===== config.mk =====
export PLATFORM = sky130hd
export DESIGN_NAME = eq_band_mixer_flat
export DESIGN_NICKNAME = d
export VERILOG_FILES = /design/src/rtl/eq_band_mixer_pkg.sv /design/src/rtl/eq_band_mixer_if.sv /design/src/rtl/eq_sat_round.sv /design/src/rtl/eq_band_mixer.sv /design/src/flat_wrapper.sv
export SDC_FILE = /design/constraint.sdc
export NUM_CORES = 2
export LEC_CHECK = 0
export BUFFER_PORTS_ARGS = -buffer_cell sky130_fd_sc_hd__buf_2
export CAP_MARGIN = 20
export CORE_ASPECT_RATIO = 1.2
export CORE_UTILIZATION = 50
export CTS_CLUSTER_DIAMETER = 120
export DETAILED_ROUTE_END_ITERATION = 7
export HOLD_SLACK_MARGIN = 0.06
export PLACE_DENSITY = 0.76
export RECOVER_POWER = 25
export SYNTH_ARGS = -nofsm -noshare
export SYNTH_HDL_FRONTEND = slang
export SYNTH_SLANG_ARGS = --single-unit

===== constraint.sdc =====
create_clock -name clk -period 8.5 [get_ports clk]
set_input_delay 0.85 -clock clk [delete_from_list [all_inputs] [get_ports clk]]
set_output_delay 0.85 -clock clk [all_outputs]
set_load 0.02 [all_outputs]

===== src/rtl/eq_band_mixer_pkg.sv =====
// Shared widths, FSM state type and helpers for the EQ band mixer slice.
package eq_mix_pkg;

  localparam int unsigned FIR_W      = 48;
  localparam int unsigned DATA_W     = 24;
  localparam int unsigned GAIN_W     = 8;
  localparam int unsigned GAIN_UNITY = 128;
  localparam int unsigned ACC_W      = 59;
  localparam int unsigned PROD_W     = FIR_W + GAIN_W + 1;

  typedef enum logic [1:0] {
    IDLE,
    MAC,
    ROUND,
    OUT
  } eq_mix_state_e;

  // Magnitude of a Q1.23 sample; the most negative code clamps to full scale.
  function automatic logic [DATA_W-1:0] abs_sat(input logic [DATA_W-1:0] v);
    logic [DATA_W-1:0] r;
    if (v == {1'b1, {(DATA_W-1){1'b0}}})
      r = {1'b0, {(DATA_W-1){1'b1}}};
    else if (v[DATA_W-1])
      r = (~v) + 1'b1;
    else
      r = v;
    return r;
  endfunction

endpackage


===== src/rtl/eq_band_mixer_if.sv =====
// Sample/result bus of the EQ band mixer; peak ports exist only with EQ_MIX_PEAK_DET_EN.
interface eq_band_mixer_if
  import eq_mix_pkg::*;
#(
  parameter int unsigned NUM_BANDS = 4
);
  logic                                in_valid;
  logic [NUM_BANDS-1:0][FIR_W-1:0]     l_data_in;
  logic [NUM_BANDS-1:0][FIR_W-1:0]     r_data_in;
  logic [NUM_BANDS-1:0][GAIN_W-1:0]    band_gain;
  logic [NUM_BANDS-1:0]                band_en;
  logic                                out_ready;
  logic                                out_valid;
  logic [DATA_W-1:0]                   l_out;
  logic [DATA_W-1:0]                   r_out;
  logic                                overrun;
  logic                                clip;
  logic                                flags_clr;
`ifdef EQ_MIX_PEAK_DET_EN
  logic                                peak_clr;
  logic [DATA_W-1:0]                   l_peak;
  logic [DATA_W-1:0]                   r_peak;
`endif

  modport master (
    output in_valid, l_data_in, r_data_in, band_gain, band_en, out_ready, flags_clr,
`ifdef EQ_MIX_PEAK_DET_EN
    output peak_clr,
    input  l_peak, r_peak,
`endif
    input  out_valid, l_out, r_out, overrun, clip
  );

  modport slave (
    input  in_valid, l_data_in, r_data_in, band_gain, band_en, out_ready, flags_clr,
`ifdef EQ_MIX_PEAK_DET_EN
    input  peak_clr,
    output l_peak, r_peak,
`endif
    output out_valid, l_out, r_out, overrun, clip
  );

endinterface


===== src/rtl/eq_sat_round.sv =====
// Round-half-up, arithmetic shift and saturation of one channel accumulator to Q1.23.
module eq_sat_round
  import eq_mix_pkg::*;
#(
  parameter int unsigned OUT_SHIFT = 15
) (
  input  logic signed [ACC_W-1:0] i_acc,
  output logic [DATA_W-1:0]       o_sample,
  output logic                    o_sat
);

  logic signed [ACC_W-1:0]  w_half;
  logic signed [ACC_W-1:0]  w_sum;
  logic signed [ACC_W-1:0]  w_shift;
  logic [ACC_W-DATA_W:0]    w_hi;

  assign w_half  = ACC_W'(1) << (OUT_SHIFT + 6);
  assign w_sum   = i_acc + w_half;
  assign w_shift = w_sum >>> (OUT_SHIFT + 7);
  // In range only when the sign bit of the 24-bit result is replicated above it.
  assign w_hi    = w_shift[ACC_W-1:DATA_W-1];

  always_comb begin
    o_sat = !((&w_hi) || (~|w_hi));
    if (o_sat)
      o_sample = w_shift[ACC_W-1] ? {1'b1, {(DATA_W-1){1'b0}}} : {1'b0, {(DATA_W-1){1'b1}}};
    else
      o_sample = w_shift[DATA_W-1:0];
  end

endmodule


===== src/rtl/eq_band_mixer.sv =====
// Stereo EQ band mixer: gain-weighted sum of per-band FIR results, one band per cycle.
// Optional peak detector enabled by EQ_MIX_PEAK_DET_EN.
module eq_band_mixer
  import eq_mix_pkg::*;
#(
  parameter int unsigned NUM_BANDS = 4,
  parameter int unsigned OUT_SHIFT = 15
) (
  input  logic           clk,
  input  logic           reset,
  eq_band_mixer_if.slave bus
);

  localparam int unsigned IDX_W = (NUM_BANDS > 1) ? $clog2(NUM_BANDS) : 1;

  eq_mix_state_e                    r_state;
  logic [IDX_W-1:0]                 r_idx;
  logic [NUM_BANDS-1:0][FIR_W-1:0]  r_l_data;
  logic [NUM_BANDS-1:0][FIR_W-1:0]  r_r_data;
  logic [NUM_BANDS-1:0][GAIN_W-1:0] r_gain;
  logic [NUM_BANDS-1:0]             r_en;
  logic signed [ACC_W-1:0]          r_l_acc;
  logic signed [ACC_W-1:0]          r_r_acc;
  logic                             r_out_valid;
  logic [DATA_W-1:0]                r_l_out;
  logic [DATA_W-1:0]                r_r_out;
  logic                             r_overrun;
  logic                             r_clip;

  logic signed [PROD_W-1:0]         w_l_dx, w_r_dx, w_gx;
  logic signed [PROD_W-1:0]         w_l_prod, w_r_prod;
  logic signed [ACC_W-1:0]          w_l_term, w_r_term;
  logic [DATA_W-1:0]                w_l_sample, w_r_sample;
  logic                             w_l_sat, w_r_sat;
  logic                             w_accept, w_drop, w_sat_evt;

  assign w_l_dx   = {{(PROD_W-FIR_W){r_l_data[r_idx][FIR_W-1]}}, r_l_data[r_idx]};
  assign w_r_dx   = {{(PROD_W-FIR_W){r_r_data[r_idx][FIR_W-1]}}, r_r_data[r_idx]};
  assign w_gx     = {{(PROD_W-GAIN_W){1'b0}}, r_gain[r_idx]};
  assign w_l_prod = w_l_dx * w_gx;
  assign w_r_prod = w_r_dx * w_gx;
  assign w_l_term = r_en[r_idx] ? {{(ACC_W-PROD_W){w_l_prod[PROD_W-1]}}, w_l_prod} : '0;
  assign w_r_term = r_en[r_idx] ? {{(ACC_W-PROD_W){w_r_prod[PROD_W-1]}}, w_r_prod} : '0;

  eq_sat_round #(.OUT_SHIFT(OUT_SHIFT)) u_round_l (
    .i_acc(r_l_acc), .o_sample(w_l_sample), .o_sat(w_l_sat)
  );
  eq_sat_round #(.OUT_SHIFT(OUT_SHIFT)) u_round_r (
    .i_acc(r_r_acc), .o_sample(w_r_sample), .o_sat(w_r_sat)
  );

  // A sample is taken in IDLE, or in OUT when the held result is consumed the same cycle.
  always_comb begin
    w_accept  = bus.in_valid && ((r_state == IDLE) || ((r_state == OUT) && bus.out_ready));
    w_drop    = bus.in_valid && !w_accept;
    w_sat_evt = (r_state == ROUND) && (w_l_sat || w_r_sat);
  end

  always_ff @(posedge clk) begin
    if (reset) begin
      r_state     <= IDLE;
      r_idx       <= '0;
      r_l_data    <= '0;
      r_r_data    <= '0;
      r_gain      <= '0;
      r_en        <= '0;
      r_l_acc     <= '0;
      r_r_acc     <= '0;
      r_out_valid <= 1'b0;
      r_l_out     <= '0;
      r_r_out     <= '0;
      r_overrun   <= 1'b0;
      r_clip      <= 1'b0;
    end else begin
      if (w_accept) begin
        r_l_data <= bus.l_data_in;
        r_r_data <= bus.r_data_in;
        r_gain   <= bus.band_gain;
        r_en     <= bus.band_en;
        r_l_acc  <= '0;
        r_r_acc  <= '0;
        r_idx    <= '0;
      end
      case (r_state)
        IDLE: if (w_accept) r_state <= MAC;
        MAC: begin
          r_l_acc <= r_l_acc + w_l_term;
          r_r_acc <= r_r_acc + w_r_term;
          if (r_idx == IDX_W'(NUM_BANDS - 1)) begin
            r_idx   <= '0;
            r_state <= ROUND;
          end else begin
            r_idx <= r_idx + 1'b1;
          end
        end
        ROUND: begin
          r_l_out     <= w_l_sample;
          r_r_out     <= w_r_sample;
          r_out_valid <= 1'b1;
          r_state     <= OUT;
        end
        OUT: if (bus.out_ready) begin
          r_out_valid <= 1'b0;
          r_state     <= w_accept ? MAC : IDLE;
        end
        default: r_state <= IDLE;
      endcase
      if (bus.flags_clr) begin
        r_overrun <= 1'b0;
        r_clip    <= 1'b0;
      end else begin
        if (w_drop)    r_overrun <= 1'b1;
        if (w_sat_evt) r_clip    <= 1'b1;
      end
    end
  end

  assign bus.out_valid = r_out_valid;
  assign bus.l_out     = r_l_out;
  assign bus.r_out     = r_r_out;
  assign bus.overrun   = r_overrun;
  assign bus.clip      = r_clip;

`ifdef EQ_MIX_PEAK_DET_EN
  logic [DATA_W-1:0] r_l_peak, r_r_peak, w_l_abs, w_r_abs;

  assign w_l_abs = abs_sat(w_l_sample);
  assign w_r_abs = abs_sat(w_r_sample);

  always_ff @(posedge clk) begin
    if (reset || bus.peak_clr) begin
      r_l_peak <= '0;
      r_r_peak <= '0;
    end else if (r_state == ROUND) begin
      if (w_l_abs > r_l_peak) r_l_peak <= w_l_abs;
      if (w_r_abs > r_r_peak) r_r_peak <= w_r_abs;
    end
  end

  assign bus.l_peak = r_l_peak;
  assign bus.r_peak = r_r_peak;
`endif

endmodule


===== src/flat_wrapper.sv =====
// flat-port wrapper written by rule: the top's interface ports become plain ports
module eq_band_mixer_flat import eq_mix_pkg::*;
#(
  parameter int unsigned NUM_BANDS = 4,
  parameter int unsigned OUT_SHIFT = 15
)
  (clk, reset, bus_in_valid, bus_l_data_in, bus_r_data_in, bus_band_gain, bus_band_en, bus_out_ready, bus_flags_clr, bus_out_valid, bus_l_out, bus_r_out, bus_overrun, bus_clip);
  eq_band_mixer_if #(.NUM_BANDS(NUM_BANDS)) bus_i ();
  input  logic clk;
  input  logic reset;
  input wire logic [$bits(bus_i.in_valid)-1:0] bus_in_valid;
  input wire logic [$bits(bus_i.l_data_in)-1:0] bus_l_data_in;
  input wire logic [$bits(bus_i.r_data_in)-1:0] bus_r_data_in;
  input wire logic [$bits(bus_i.band_gain)-1:0] bus_band_gain;
  input wire logic [$bits(bus_i.band_en)-1:0] bus_band_en;
  input wire logic [$bits(bus_i.out_ready)-1:0] bus_out_ready;
  input wire logic [$bits(bus_i.flags_clr)-1:0] bus_flags_clr;
  output wire logic [$bits(bus_i.out_valid)-1:0] bus_out_valid;
  output wire logic [$bits(bus_i.l_out)-1:0] bus_l_out;
  output wire logic [$bits(bus_i.r_out)-1:0] bus_r_out;
  output wire logic [$bits(bus_i.overrun)-1:0] bus_overrun;
  output wire logic [$bits(bus_i.clip)-1:0] bus_clip;
  assign bus_i.in_valid = bus_in_valid;
  assign bus_i.l_data_in = bus_l_data_in;
  assign bus_i.r_data_in = bus_r_data_in;
  assign bus_i.band_gain = bus_band_gain;
  assign bus_i.band_en = bus_band_en;
  assign bus_i.out_ready = bus_out_ready;
  assign bus_i.flags_clr = bus_flags_clr;
  assign bus_out_valid = bus_i.out_valid;
  assign bus_l_out = bus_i.l_out;
  assign bus_r_out = bus_i.r_out;
  assign bus_overrun = bus_i.overrun;
  assign bus_clip = bus_i.clip;
  eq_band_mixer #(.NUM_BANDS(NUM_BANDS), .OUT_SHIFT(OUT_SHIFT)) u_core (.clk(clk), .reset(reset), .bus(bus_i));
endmodule

# ---- Yosys cells after proc, flatten, opt, wreduce, memory -nomap -nowiden
# Cells that the tools add are included.
dict set report totals {
  mem_bits_ro 0
  mem_count 0
  latch_bits 0
  ramBits 0
  output_inout_bits 51
  ff_bits 593
}
dict set report op_classes {
  magnitude_cmp 1
  add_sub_neg 5
  n_reduce_logical 23
  n_bitwise 0
  mul 2
  div 0
  n_mux 27
  eq_ne 7
  shifts 0
}
# operator count
set ops {}
lappend ops {{2-to-1 mux 59 bit} 5}
lappend ops {{binary-select mux 48 bit (select 2 bit)} 2}
lappend ops {{adder 59 x 23 -> 59 bit, second input constant} 2}
lappend ops {{adder 59 bit} 2}
lappend ops {{multiplier 48 x 9 -> 57 bit} 2}
lappend ops {{2-to-1 mux 24 bit} 4}
lappend ops {{2-to-1 mux 48 bit} 2}
lappend ops {{AND reduction 14 bit} 2}
lappend ops {{OR reduction 14 bit} 2}
lappend ops {{binary-select mux 8 bit (select 2 bit)} 1}
lappend ops {{2-to-1 mux 2 bit} 6}
lappend ops {{2-to-1 mux 8 bit} 1}
lappend ops {{one-hot mux 2 bit (4 select lines)} 1}
lappend ops {{== test 2 bit, second input constant} 3}
lappend ops {{zero test 1 bit} 5}
lappend ops {{logical AND 1 bit} 4}
lappend ops {{logical OR 1 bit} 4}
lappend ops {{inequality test 2 x 1 -> 1 bit, second input constant} 2}
lappend ops {{nonzero test 2 bit} 2}
lappend ops {{< comparator 2 x 3 -> 1 bit, second input constant} 1}
lappend ops {{2-to-1 mux 1 bit} 3}
lappend ops {{AND reduction 3 bit} 1}
lappend ops {{adder 2 x 1 -> 2 bit, second input constant} 1}
lappend ops {{binary-select mux 1 bit (select 2 bit)} 1}
lappend ops {{other kinds (6)} 6}

# ---- Logic depth before layout (Yosys ltp)
dict set report logic_depth {
  depth_word 7
  depth_mapped 44
  mapped_depth_nobuf 38
}

# ---- By module
# Synthesis repeated with hierarchy kept, for this count alone.
dict set report hier_totals {
  cells_unflattened 6973
  hier_area_um2 57181.1
}
# module instances cells_each seq_area_each_um2 area_per_inst_um2
set modules_own_cells {}
lappend modules_own_cells {eq_band_mixer 1 6655 11871.4 55064.1}
lappend modules_own_cells {eq_sat_round 2 159 0.0 1058.5}

# ---- Worst setup path before layout
# No wires, ideal clock.
dict set report synth_path {
  path_kind {reg2reg}
  from {register u_core.r_idx[0]}
  to {register u_core.r_l_acc[58]}
  t_required_ns 8.426
  stages_incl_launch_ff 43
  arrival_time_ns 9.219
  path_buffers 6
  setup_ns 0.074
  path_slack_ns -0.794
  cell_sequence {dfxtp_1 > clkbuf_1 > clkbuf_1 > buf_1 > mux2i_1 > nand2_1 > o21a_1 > clkbuf_1 > clkbuf_1 > nand2_1 > fa_1 > inv_1 > fa_1 > fa_1 > inv_1 > fa_1 > inv_1 > ha_1 > (+7 left out) > a21o_1 > a31oi_1 > xor2_1 > nor2_1 > ha_1 > clkbuf_1 > a21oi_1 > o21ai_0 > a31oi_1 > o311a_1 > o21ai_1 > a211oi_1 > o21ai_1 > nand3_1 > a21oi_1 > xnor2_1 > or3_1 > o21ai_0}
}
dict set report synth_via {
  elab_chain_cells 6
  elab_cells_between_ends 10
  cone_classes {1 x add/sub; 1 x mul; 8 x mux}
}
# item line
set synth_rtl {}
lappend synth_rtl {{from (decl)} eq_band_mixer.sv:17} ;# logic [IDX_W-1:0] r_idx;
lappend synth_rtl {{from (signal assigned)} eq_band_mixer.sv:93} ;# r_idx <= r_idx + 1'b1;
lappend synth_rtl {{binary-select mux 48 bit (select 2 bit) / binary-select mux 8 bit (select 2 bit) (equally long branches)} {eq_band_mixer.sv:37, eq_band_mixer.sv:39}}
lappend synth_rtl {{2-to-1 mux 48 bit (implied by the code) / 2-to-1 mux 8 bit (equally long branches)} {eq_band_mixer.sv:37, eq_band_mixer.sv:39}}
lappend synth_rtl {{multiplier 48 x 9 -> 57 bit} eq_band_mixer.sv:40} ;# assign w_l_prod = w_l_dx * w_gx;
lappend synth_rtl {{2-to-1 mux 59 bit (*)} eq_band_mixer.sv:42} ;# assign w_l_term = r_en[r_idx] ? {{(ACC_W-PROD_W){w_l_prod[PROD_W-1]}}, w_l_prod} : '0;
lappend synth_rtl {{adder 59 bit (*)} eq_band_mixer.sv:87} ;# r_l_acc <= r_l_acc + w_l_term;
lappend synth_rtl {{2-to-1 mux 59 bit (*)} eq_band_mixer.sv:84} ;# case (r_state)
lappend synth_rtl {{to (signal assigned)} eq_band_mixer.sv:87}
lappend synth_rtl {{to (decl)} eq_band_mixer.sv:22} ;# logic signed [ACC_W-1:0] r_l_acc;
# Mark *: on every way between the ends. The rest lies on a longest branch, timed or not. The select of a mux whose other input is x is not followed.
# A chain may end at the register's enable or synchronous reset.

# ---- Worst setup path after layout
dict set report layout_path {
  from {register u_core.r_idx[0]}
  to {register u_core.r_r_acc[58]}
}
dict set report layout_via {
  elab_chain_cells 6
  elab_cells_between_ends 10
  cone_classes {1 x add/sub; 1 x mul; 8 x mux}
}
# item line
set layout_rtl {}
lappend layout_rtl {{binary-select mux 48 bit (select 2 bit) / binary-select mux 8 bit (select 2 bit) (equally long branches)} {eq_band_mixer.sv:38, eq_band_mixer.sv:39}}
lappend layout_rtl {{2-to-1 mux 48 bit (implied by the code) / 2-to-1 mux 8 bit (equally long branches)} {eq_band_mixer.sv:38, eq_band_mixer.sv:39}}
lappend layout_rtl {{multiplier 48 x 9 -> 57 bit} eq_band_mixer.sv:41} ;# assign w_r_prod = w_r_dx * w_gx;
lappend layout_rtl {{2-to-1 mux 59 bit (*)} eq_band_mixer.sv:43} ;# assign w_r_term = r_en[r_idx] ? {{(ACC_W-PROD_W){w_r_prod[PROD_W-1]}}, w_r_prod} : '0;
lappend layout_rtl {{adder 59 bit (*)} eq_band_mixer.sv:88} ;# r_r_acc <= r_r_acc + w_r_term;
lappend layout_rtl {{2-to-1 mux 59 bit (*)} eq_band_mixer.sv:84}
lappend layout_rtl {{to (signal assigned)} eq_band_mixer.sv:88}
lappend layout_rtl {{to (decl)} eq_band_mixer.sv:23} ;# logic signed [ACC_W-1:0] r_r_acc;
# Marked as above.

==> impl_results.md <==
* Run status: finished with violations
* Failing checks: max-capacitance violations, max-slew violations
* Relative slew slack at -1.74
* Initial cell density of the core at 0.505
* Fmax at 120 MHz
* Main flop type after synthesis: dfxtp_1
* Netlist cell types at 80
* IO buf count at 475
* Kind of critical path: reg -> reg
* Setup WS post-layout at around 0.18 ns
* Vias at 55400
* Slew of the pin with the lowest slew margin at 4.11 ns
* Tcrit/Tclk final at 0.979
* Num rows at roughly 140
* FFs w/ async S/R, synth at 0
* Largest net degree at the start of global routing at 216
* #FFs+latches synth at 593
* Final net count at 9901
* CP Buf/Inv Count at 7
* Post-detailed-placement half-perimeter wirelength at around 140000 um
* CP max FO at 7
* Crit end category: flop
* IO Count at 476
* Largest stage delay on the critical path at 0.51 ns
* Longest Clk Path Bufs at 3
* Placer Congestion at 0.948
* Startpoint types: flop
* Clk Tree Root Cell: clkbuf_16
* Routed Antenna Nets at 0
* Die H at about 370 um
* Drt wl/cell at approximately 18 um
* Final wirelength at 182000 um
* TNS Setup at 0 ns
* Fin area at around 72000 um^2
* Drt drc at 0
* Worst R2R Path Depth at 37
* GRT Overall Usage at 0.292
* Worst-path clk slew at 0.07 ns
* Dpl ws at -0.630 ns
* Area growth syn-to-layout at 25.0%
* Initial antenna violation count at 1
* EDFF count, synth at 0
* Syn. warnings at 0
* Post-layout util at 0.631
* Worst IR Drop VDD at 0.205 mV
* Die area at about 120000 um^2
* Wire length of the first global-routing pass at 277000 um
* Mapped Avg Cell Area at 7.68 um^2
* Leak Pwr at 34.5 nW
* Vias in the first global route at 53800
* CTS Hold Bufs at 0
* CTS H-tree lvls at 3
* Register area share after synthesis at 0.205
* Max-cap viol count at 6
* Clock Latency Late Sink at between 0.7 and 0.8 ns
* Final setup fails at 0
* Max-slew violation count at between 600 and 700
* Most used cell, CP: fa_1
* Die W at between 300 and 400 um
* Endpoints failing hold at 0
* CTS sink cnt at 593
* CTS tree: yes
* Overall power at between 15 and 20 mW
* Core Area at 115000 um^2
* Total gr overflow at 0
* Syn Std Cell Area at 57800 um^2
* Hold Crit Class: in -> reg
* Final Skew at 0.0652 ns
* Detailed Routing Iterations Pass 1 at 6
* Path length in cells of the critical path at 37
* Iteration-0 DRC Markers at between 4000 and 5000
* Vias per cell at 5.49
* Delay-heaviest family, CP: compound AO/OA/AOI/OAI gates
* Hold Path Depth at 3
* Mapped Cells at 7529
* Crit-path slowest cell: fa_1
* Fraction of layout cells with a size suffix above 1 at 0.217
* Post-DP Area at 66700 um^2
* CTS buffer count at 67
* Post-Syn Nets at 8896
* Tmin final at 8.32 ns
* RSZ-0062 raised after global routing: true
* WP data arrival at 8.86 ns
* Pwr Density at 243 nW/um^2
* CP required at 9.04 ns
## logic make-up after synthesis
kind of cell    after synthesis  share of synthesized area
simple gates               2749                      0.194
compound gates             1556                      0.161
buf+inv                    1225                     0.0797
fa+ha+maj                   942                      0.281
flops                       593                      0.205
xor+xnor                    256                     0.0390
mux                         208                     0.0397
## cell usage after synthesis, types with 39 or more instances
| cell type | instances | area share |
|---|---|---|
| nor2b_1 | 39 | 0.0042 |
| a21o_1 | 163 | 0.021 |
| o21ai_0 | 229 | 0.020 |
| nor3_1 | 43 | 0.0037 |
| xnor2_1 | 148 | 0.022 |
| mux2i_1 | 101 | 0.017 |
| ha_1 | 352 | 0.076 |
| fa_1 | 590 | 0.20 |
| clkbuf_1 | 388 | 0.025 |
| dfxtp_1 | 593 | 0.21 |
| nand4_1 | 52 | 0.0056 |
| nand3_1 | 78 | 0.0068 |
| inv_1 | 803 | 0.052 |
| o21bai_1 | 53 | 0.0069 |
| nand2_1 | 1502 | 0.098 |
| xor2_1 | 107 | 0.016 |
| o21a_1 | 105 | 0.014 |
| mux2_2 | 100 | 0.019 |
| a21oi_1 | 748 | 0.065 |
| nor2_1 | 855 | 0.056 |
| and3_1 | 42 | 0.0045 |
| nand2b_1 | 40 | 0.0043 |
## placed cells by master (no fill, tap or decap), types with 17 or more instances in the layout
cell,n
nand2_1,1480
nor2_1,836
inv_1,788
buf_4,774
a21oi_1,687
dfxtp_1,591
fa_1,562
buf_2,423
ha_1,316
a21o_1,163
xnor2_1,145
o21ai_0,137
xor2_1,105
o21a_1,101
mux2_2,92
clkbuf_16,86
mux2i_1,85
o21ai_1,73
nand3_1,73
clkbuf_1,67
a21oi_2,57
nand4_1,52
o21bai_1,50
buf_12,44
nor2b_1,38
and3_1,38
nor3_1,37
nand2b_1,34
o21ai_2,33
ha_4,32
buf_6,32
and2_1,29
a22o_1,28
fa_2,28
a31oi_1,26
nand2_2,22
a211oi_1,22
o211ai_1,17
## metal layers
metal	track usage	wire length, um	share of wire	up-vias
met3	0.0369	12500	0.069	418
met4	0.114	7100	0.039	0
met2	0.470	84100	0.46	2106
li1	-	-	-	26400
met1	0.399	78400	0.43	26500
met5	0	0	0	-
## state kept, by name (all words and copies together), names as in the netlist, 2 cells and up
name              count
u_core.r_l_data     192
u_core.r_r_data     192
u_core.r_l_acc       59
u_core.r_r_acc       59
u_core.r_gain        32
u_core.bus.l_out     24
u_core.bus.r_out     24
u_core.r_en           4
u_core.r_idx          2
u_core.r_state        2
## area by class of cell
cell class                 count  area (um^2)
sequential                   593        11900
clock buffer                  89         1850
tap                         1518         1900
antenna                        2         5.00
multi-input combinational   5712        43100
timing repair buffer        1357        10000
clock inverter                29          427
inverter                     803         3020
fill                        9532        42300
## final timing paths
path,from,to,slack (ns)
min reg2reg,u_core.r_gain[1],u_core.r_gain[1],0.45
max,u_core.r_idx[0],u_core.r_r_acc[58],0.18
max reg2reg,u_core.r_idx[0],u_core.r_r_acc[58],0.18
min,bus_l_data_in[75],u_core.r_l_data[75],0.37
## worst min-delay path, delay by kind of cell
kind            cells  cell delay [ns]
buf+inv             1             0.09
compound gates      1             0.05
simple gates        1             0.04
## power by group
part           switching, mW  internal, mW  total, mW  leakage [nW]
Clock                   1.32          1.69       3.01          1.09
Sequential             0.342          3.27       3.61          4.84
Combinational           6.28          4.63       10.9          28.5
Total                   7.95          9.59       17.5          34.5
## through the flow
step / hold slack (ns) / cells
6_report: 0.374 / 10100
3_5_place_dp: 0.443 / 9851
5_1_grt: 0.360 / 10100
3_3_place_gp: 0.439 / 9851
4_1_cts: 0.334 / 9974
2_1_floorplan: 0.433 / 7529
## timing repair
action / in CTS / in global routing
buffers inserted: 4 / 110
pin swaps: 18 / 257
hold endpoints to repair: 0 / 0
cloned: 1 / 20
setup endpoints to repair: 33 / 46
resized for setup: 94 / 425
Note: power is estimated with default switching activity, not from simulation.
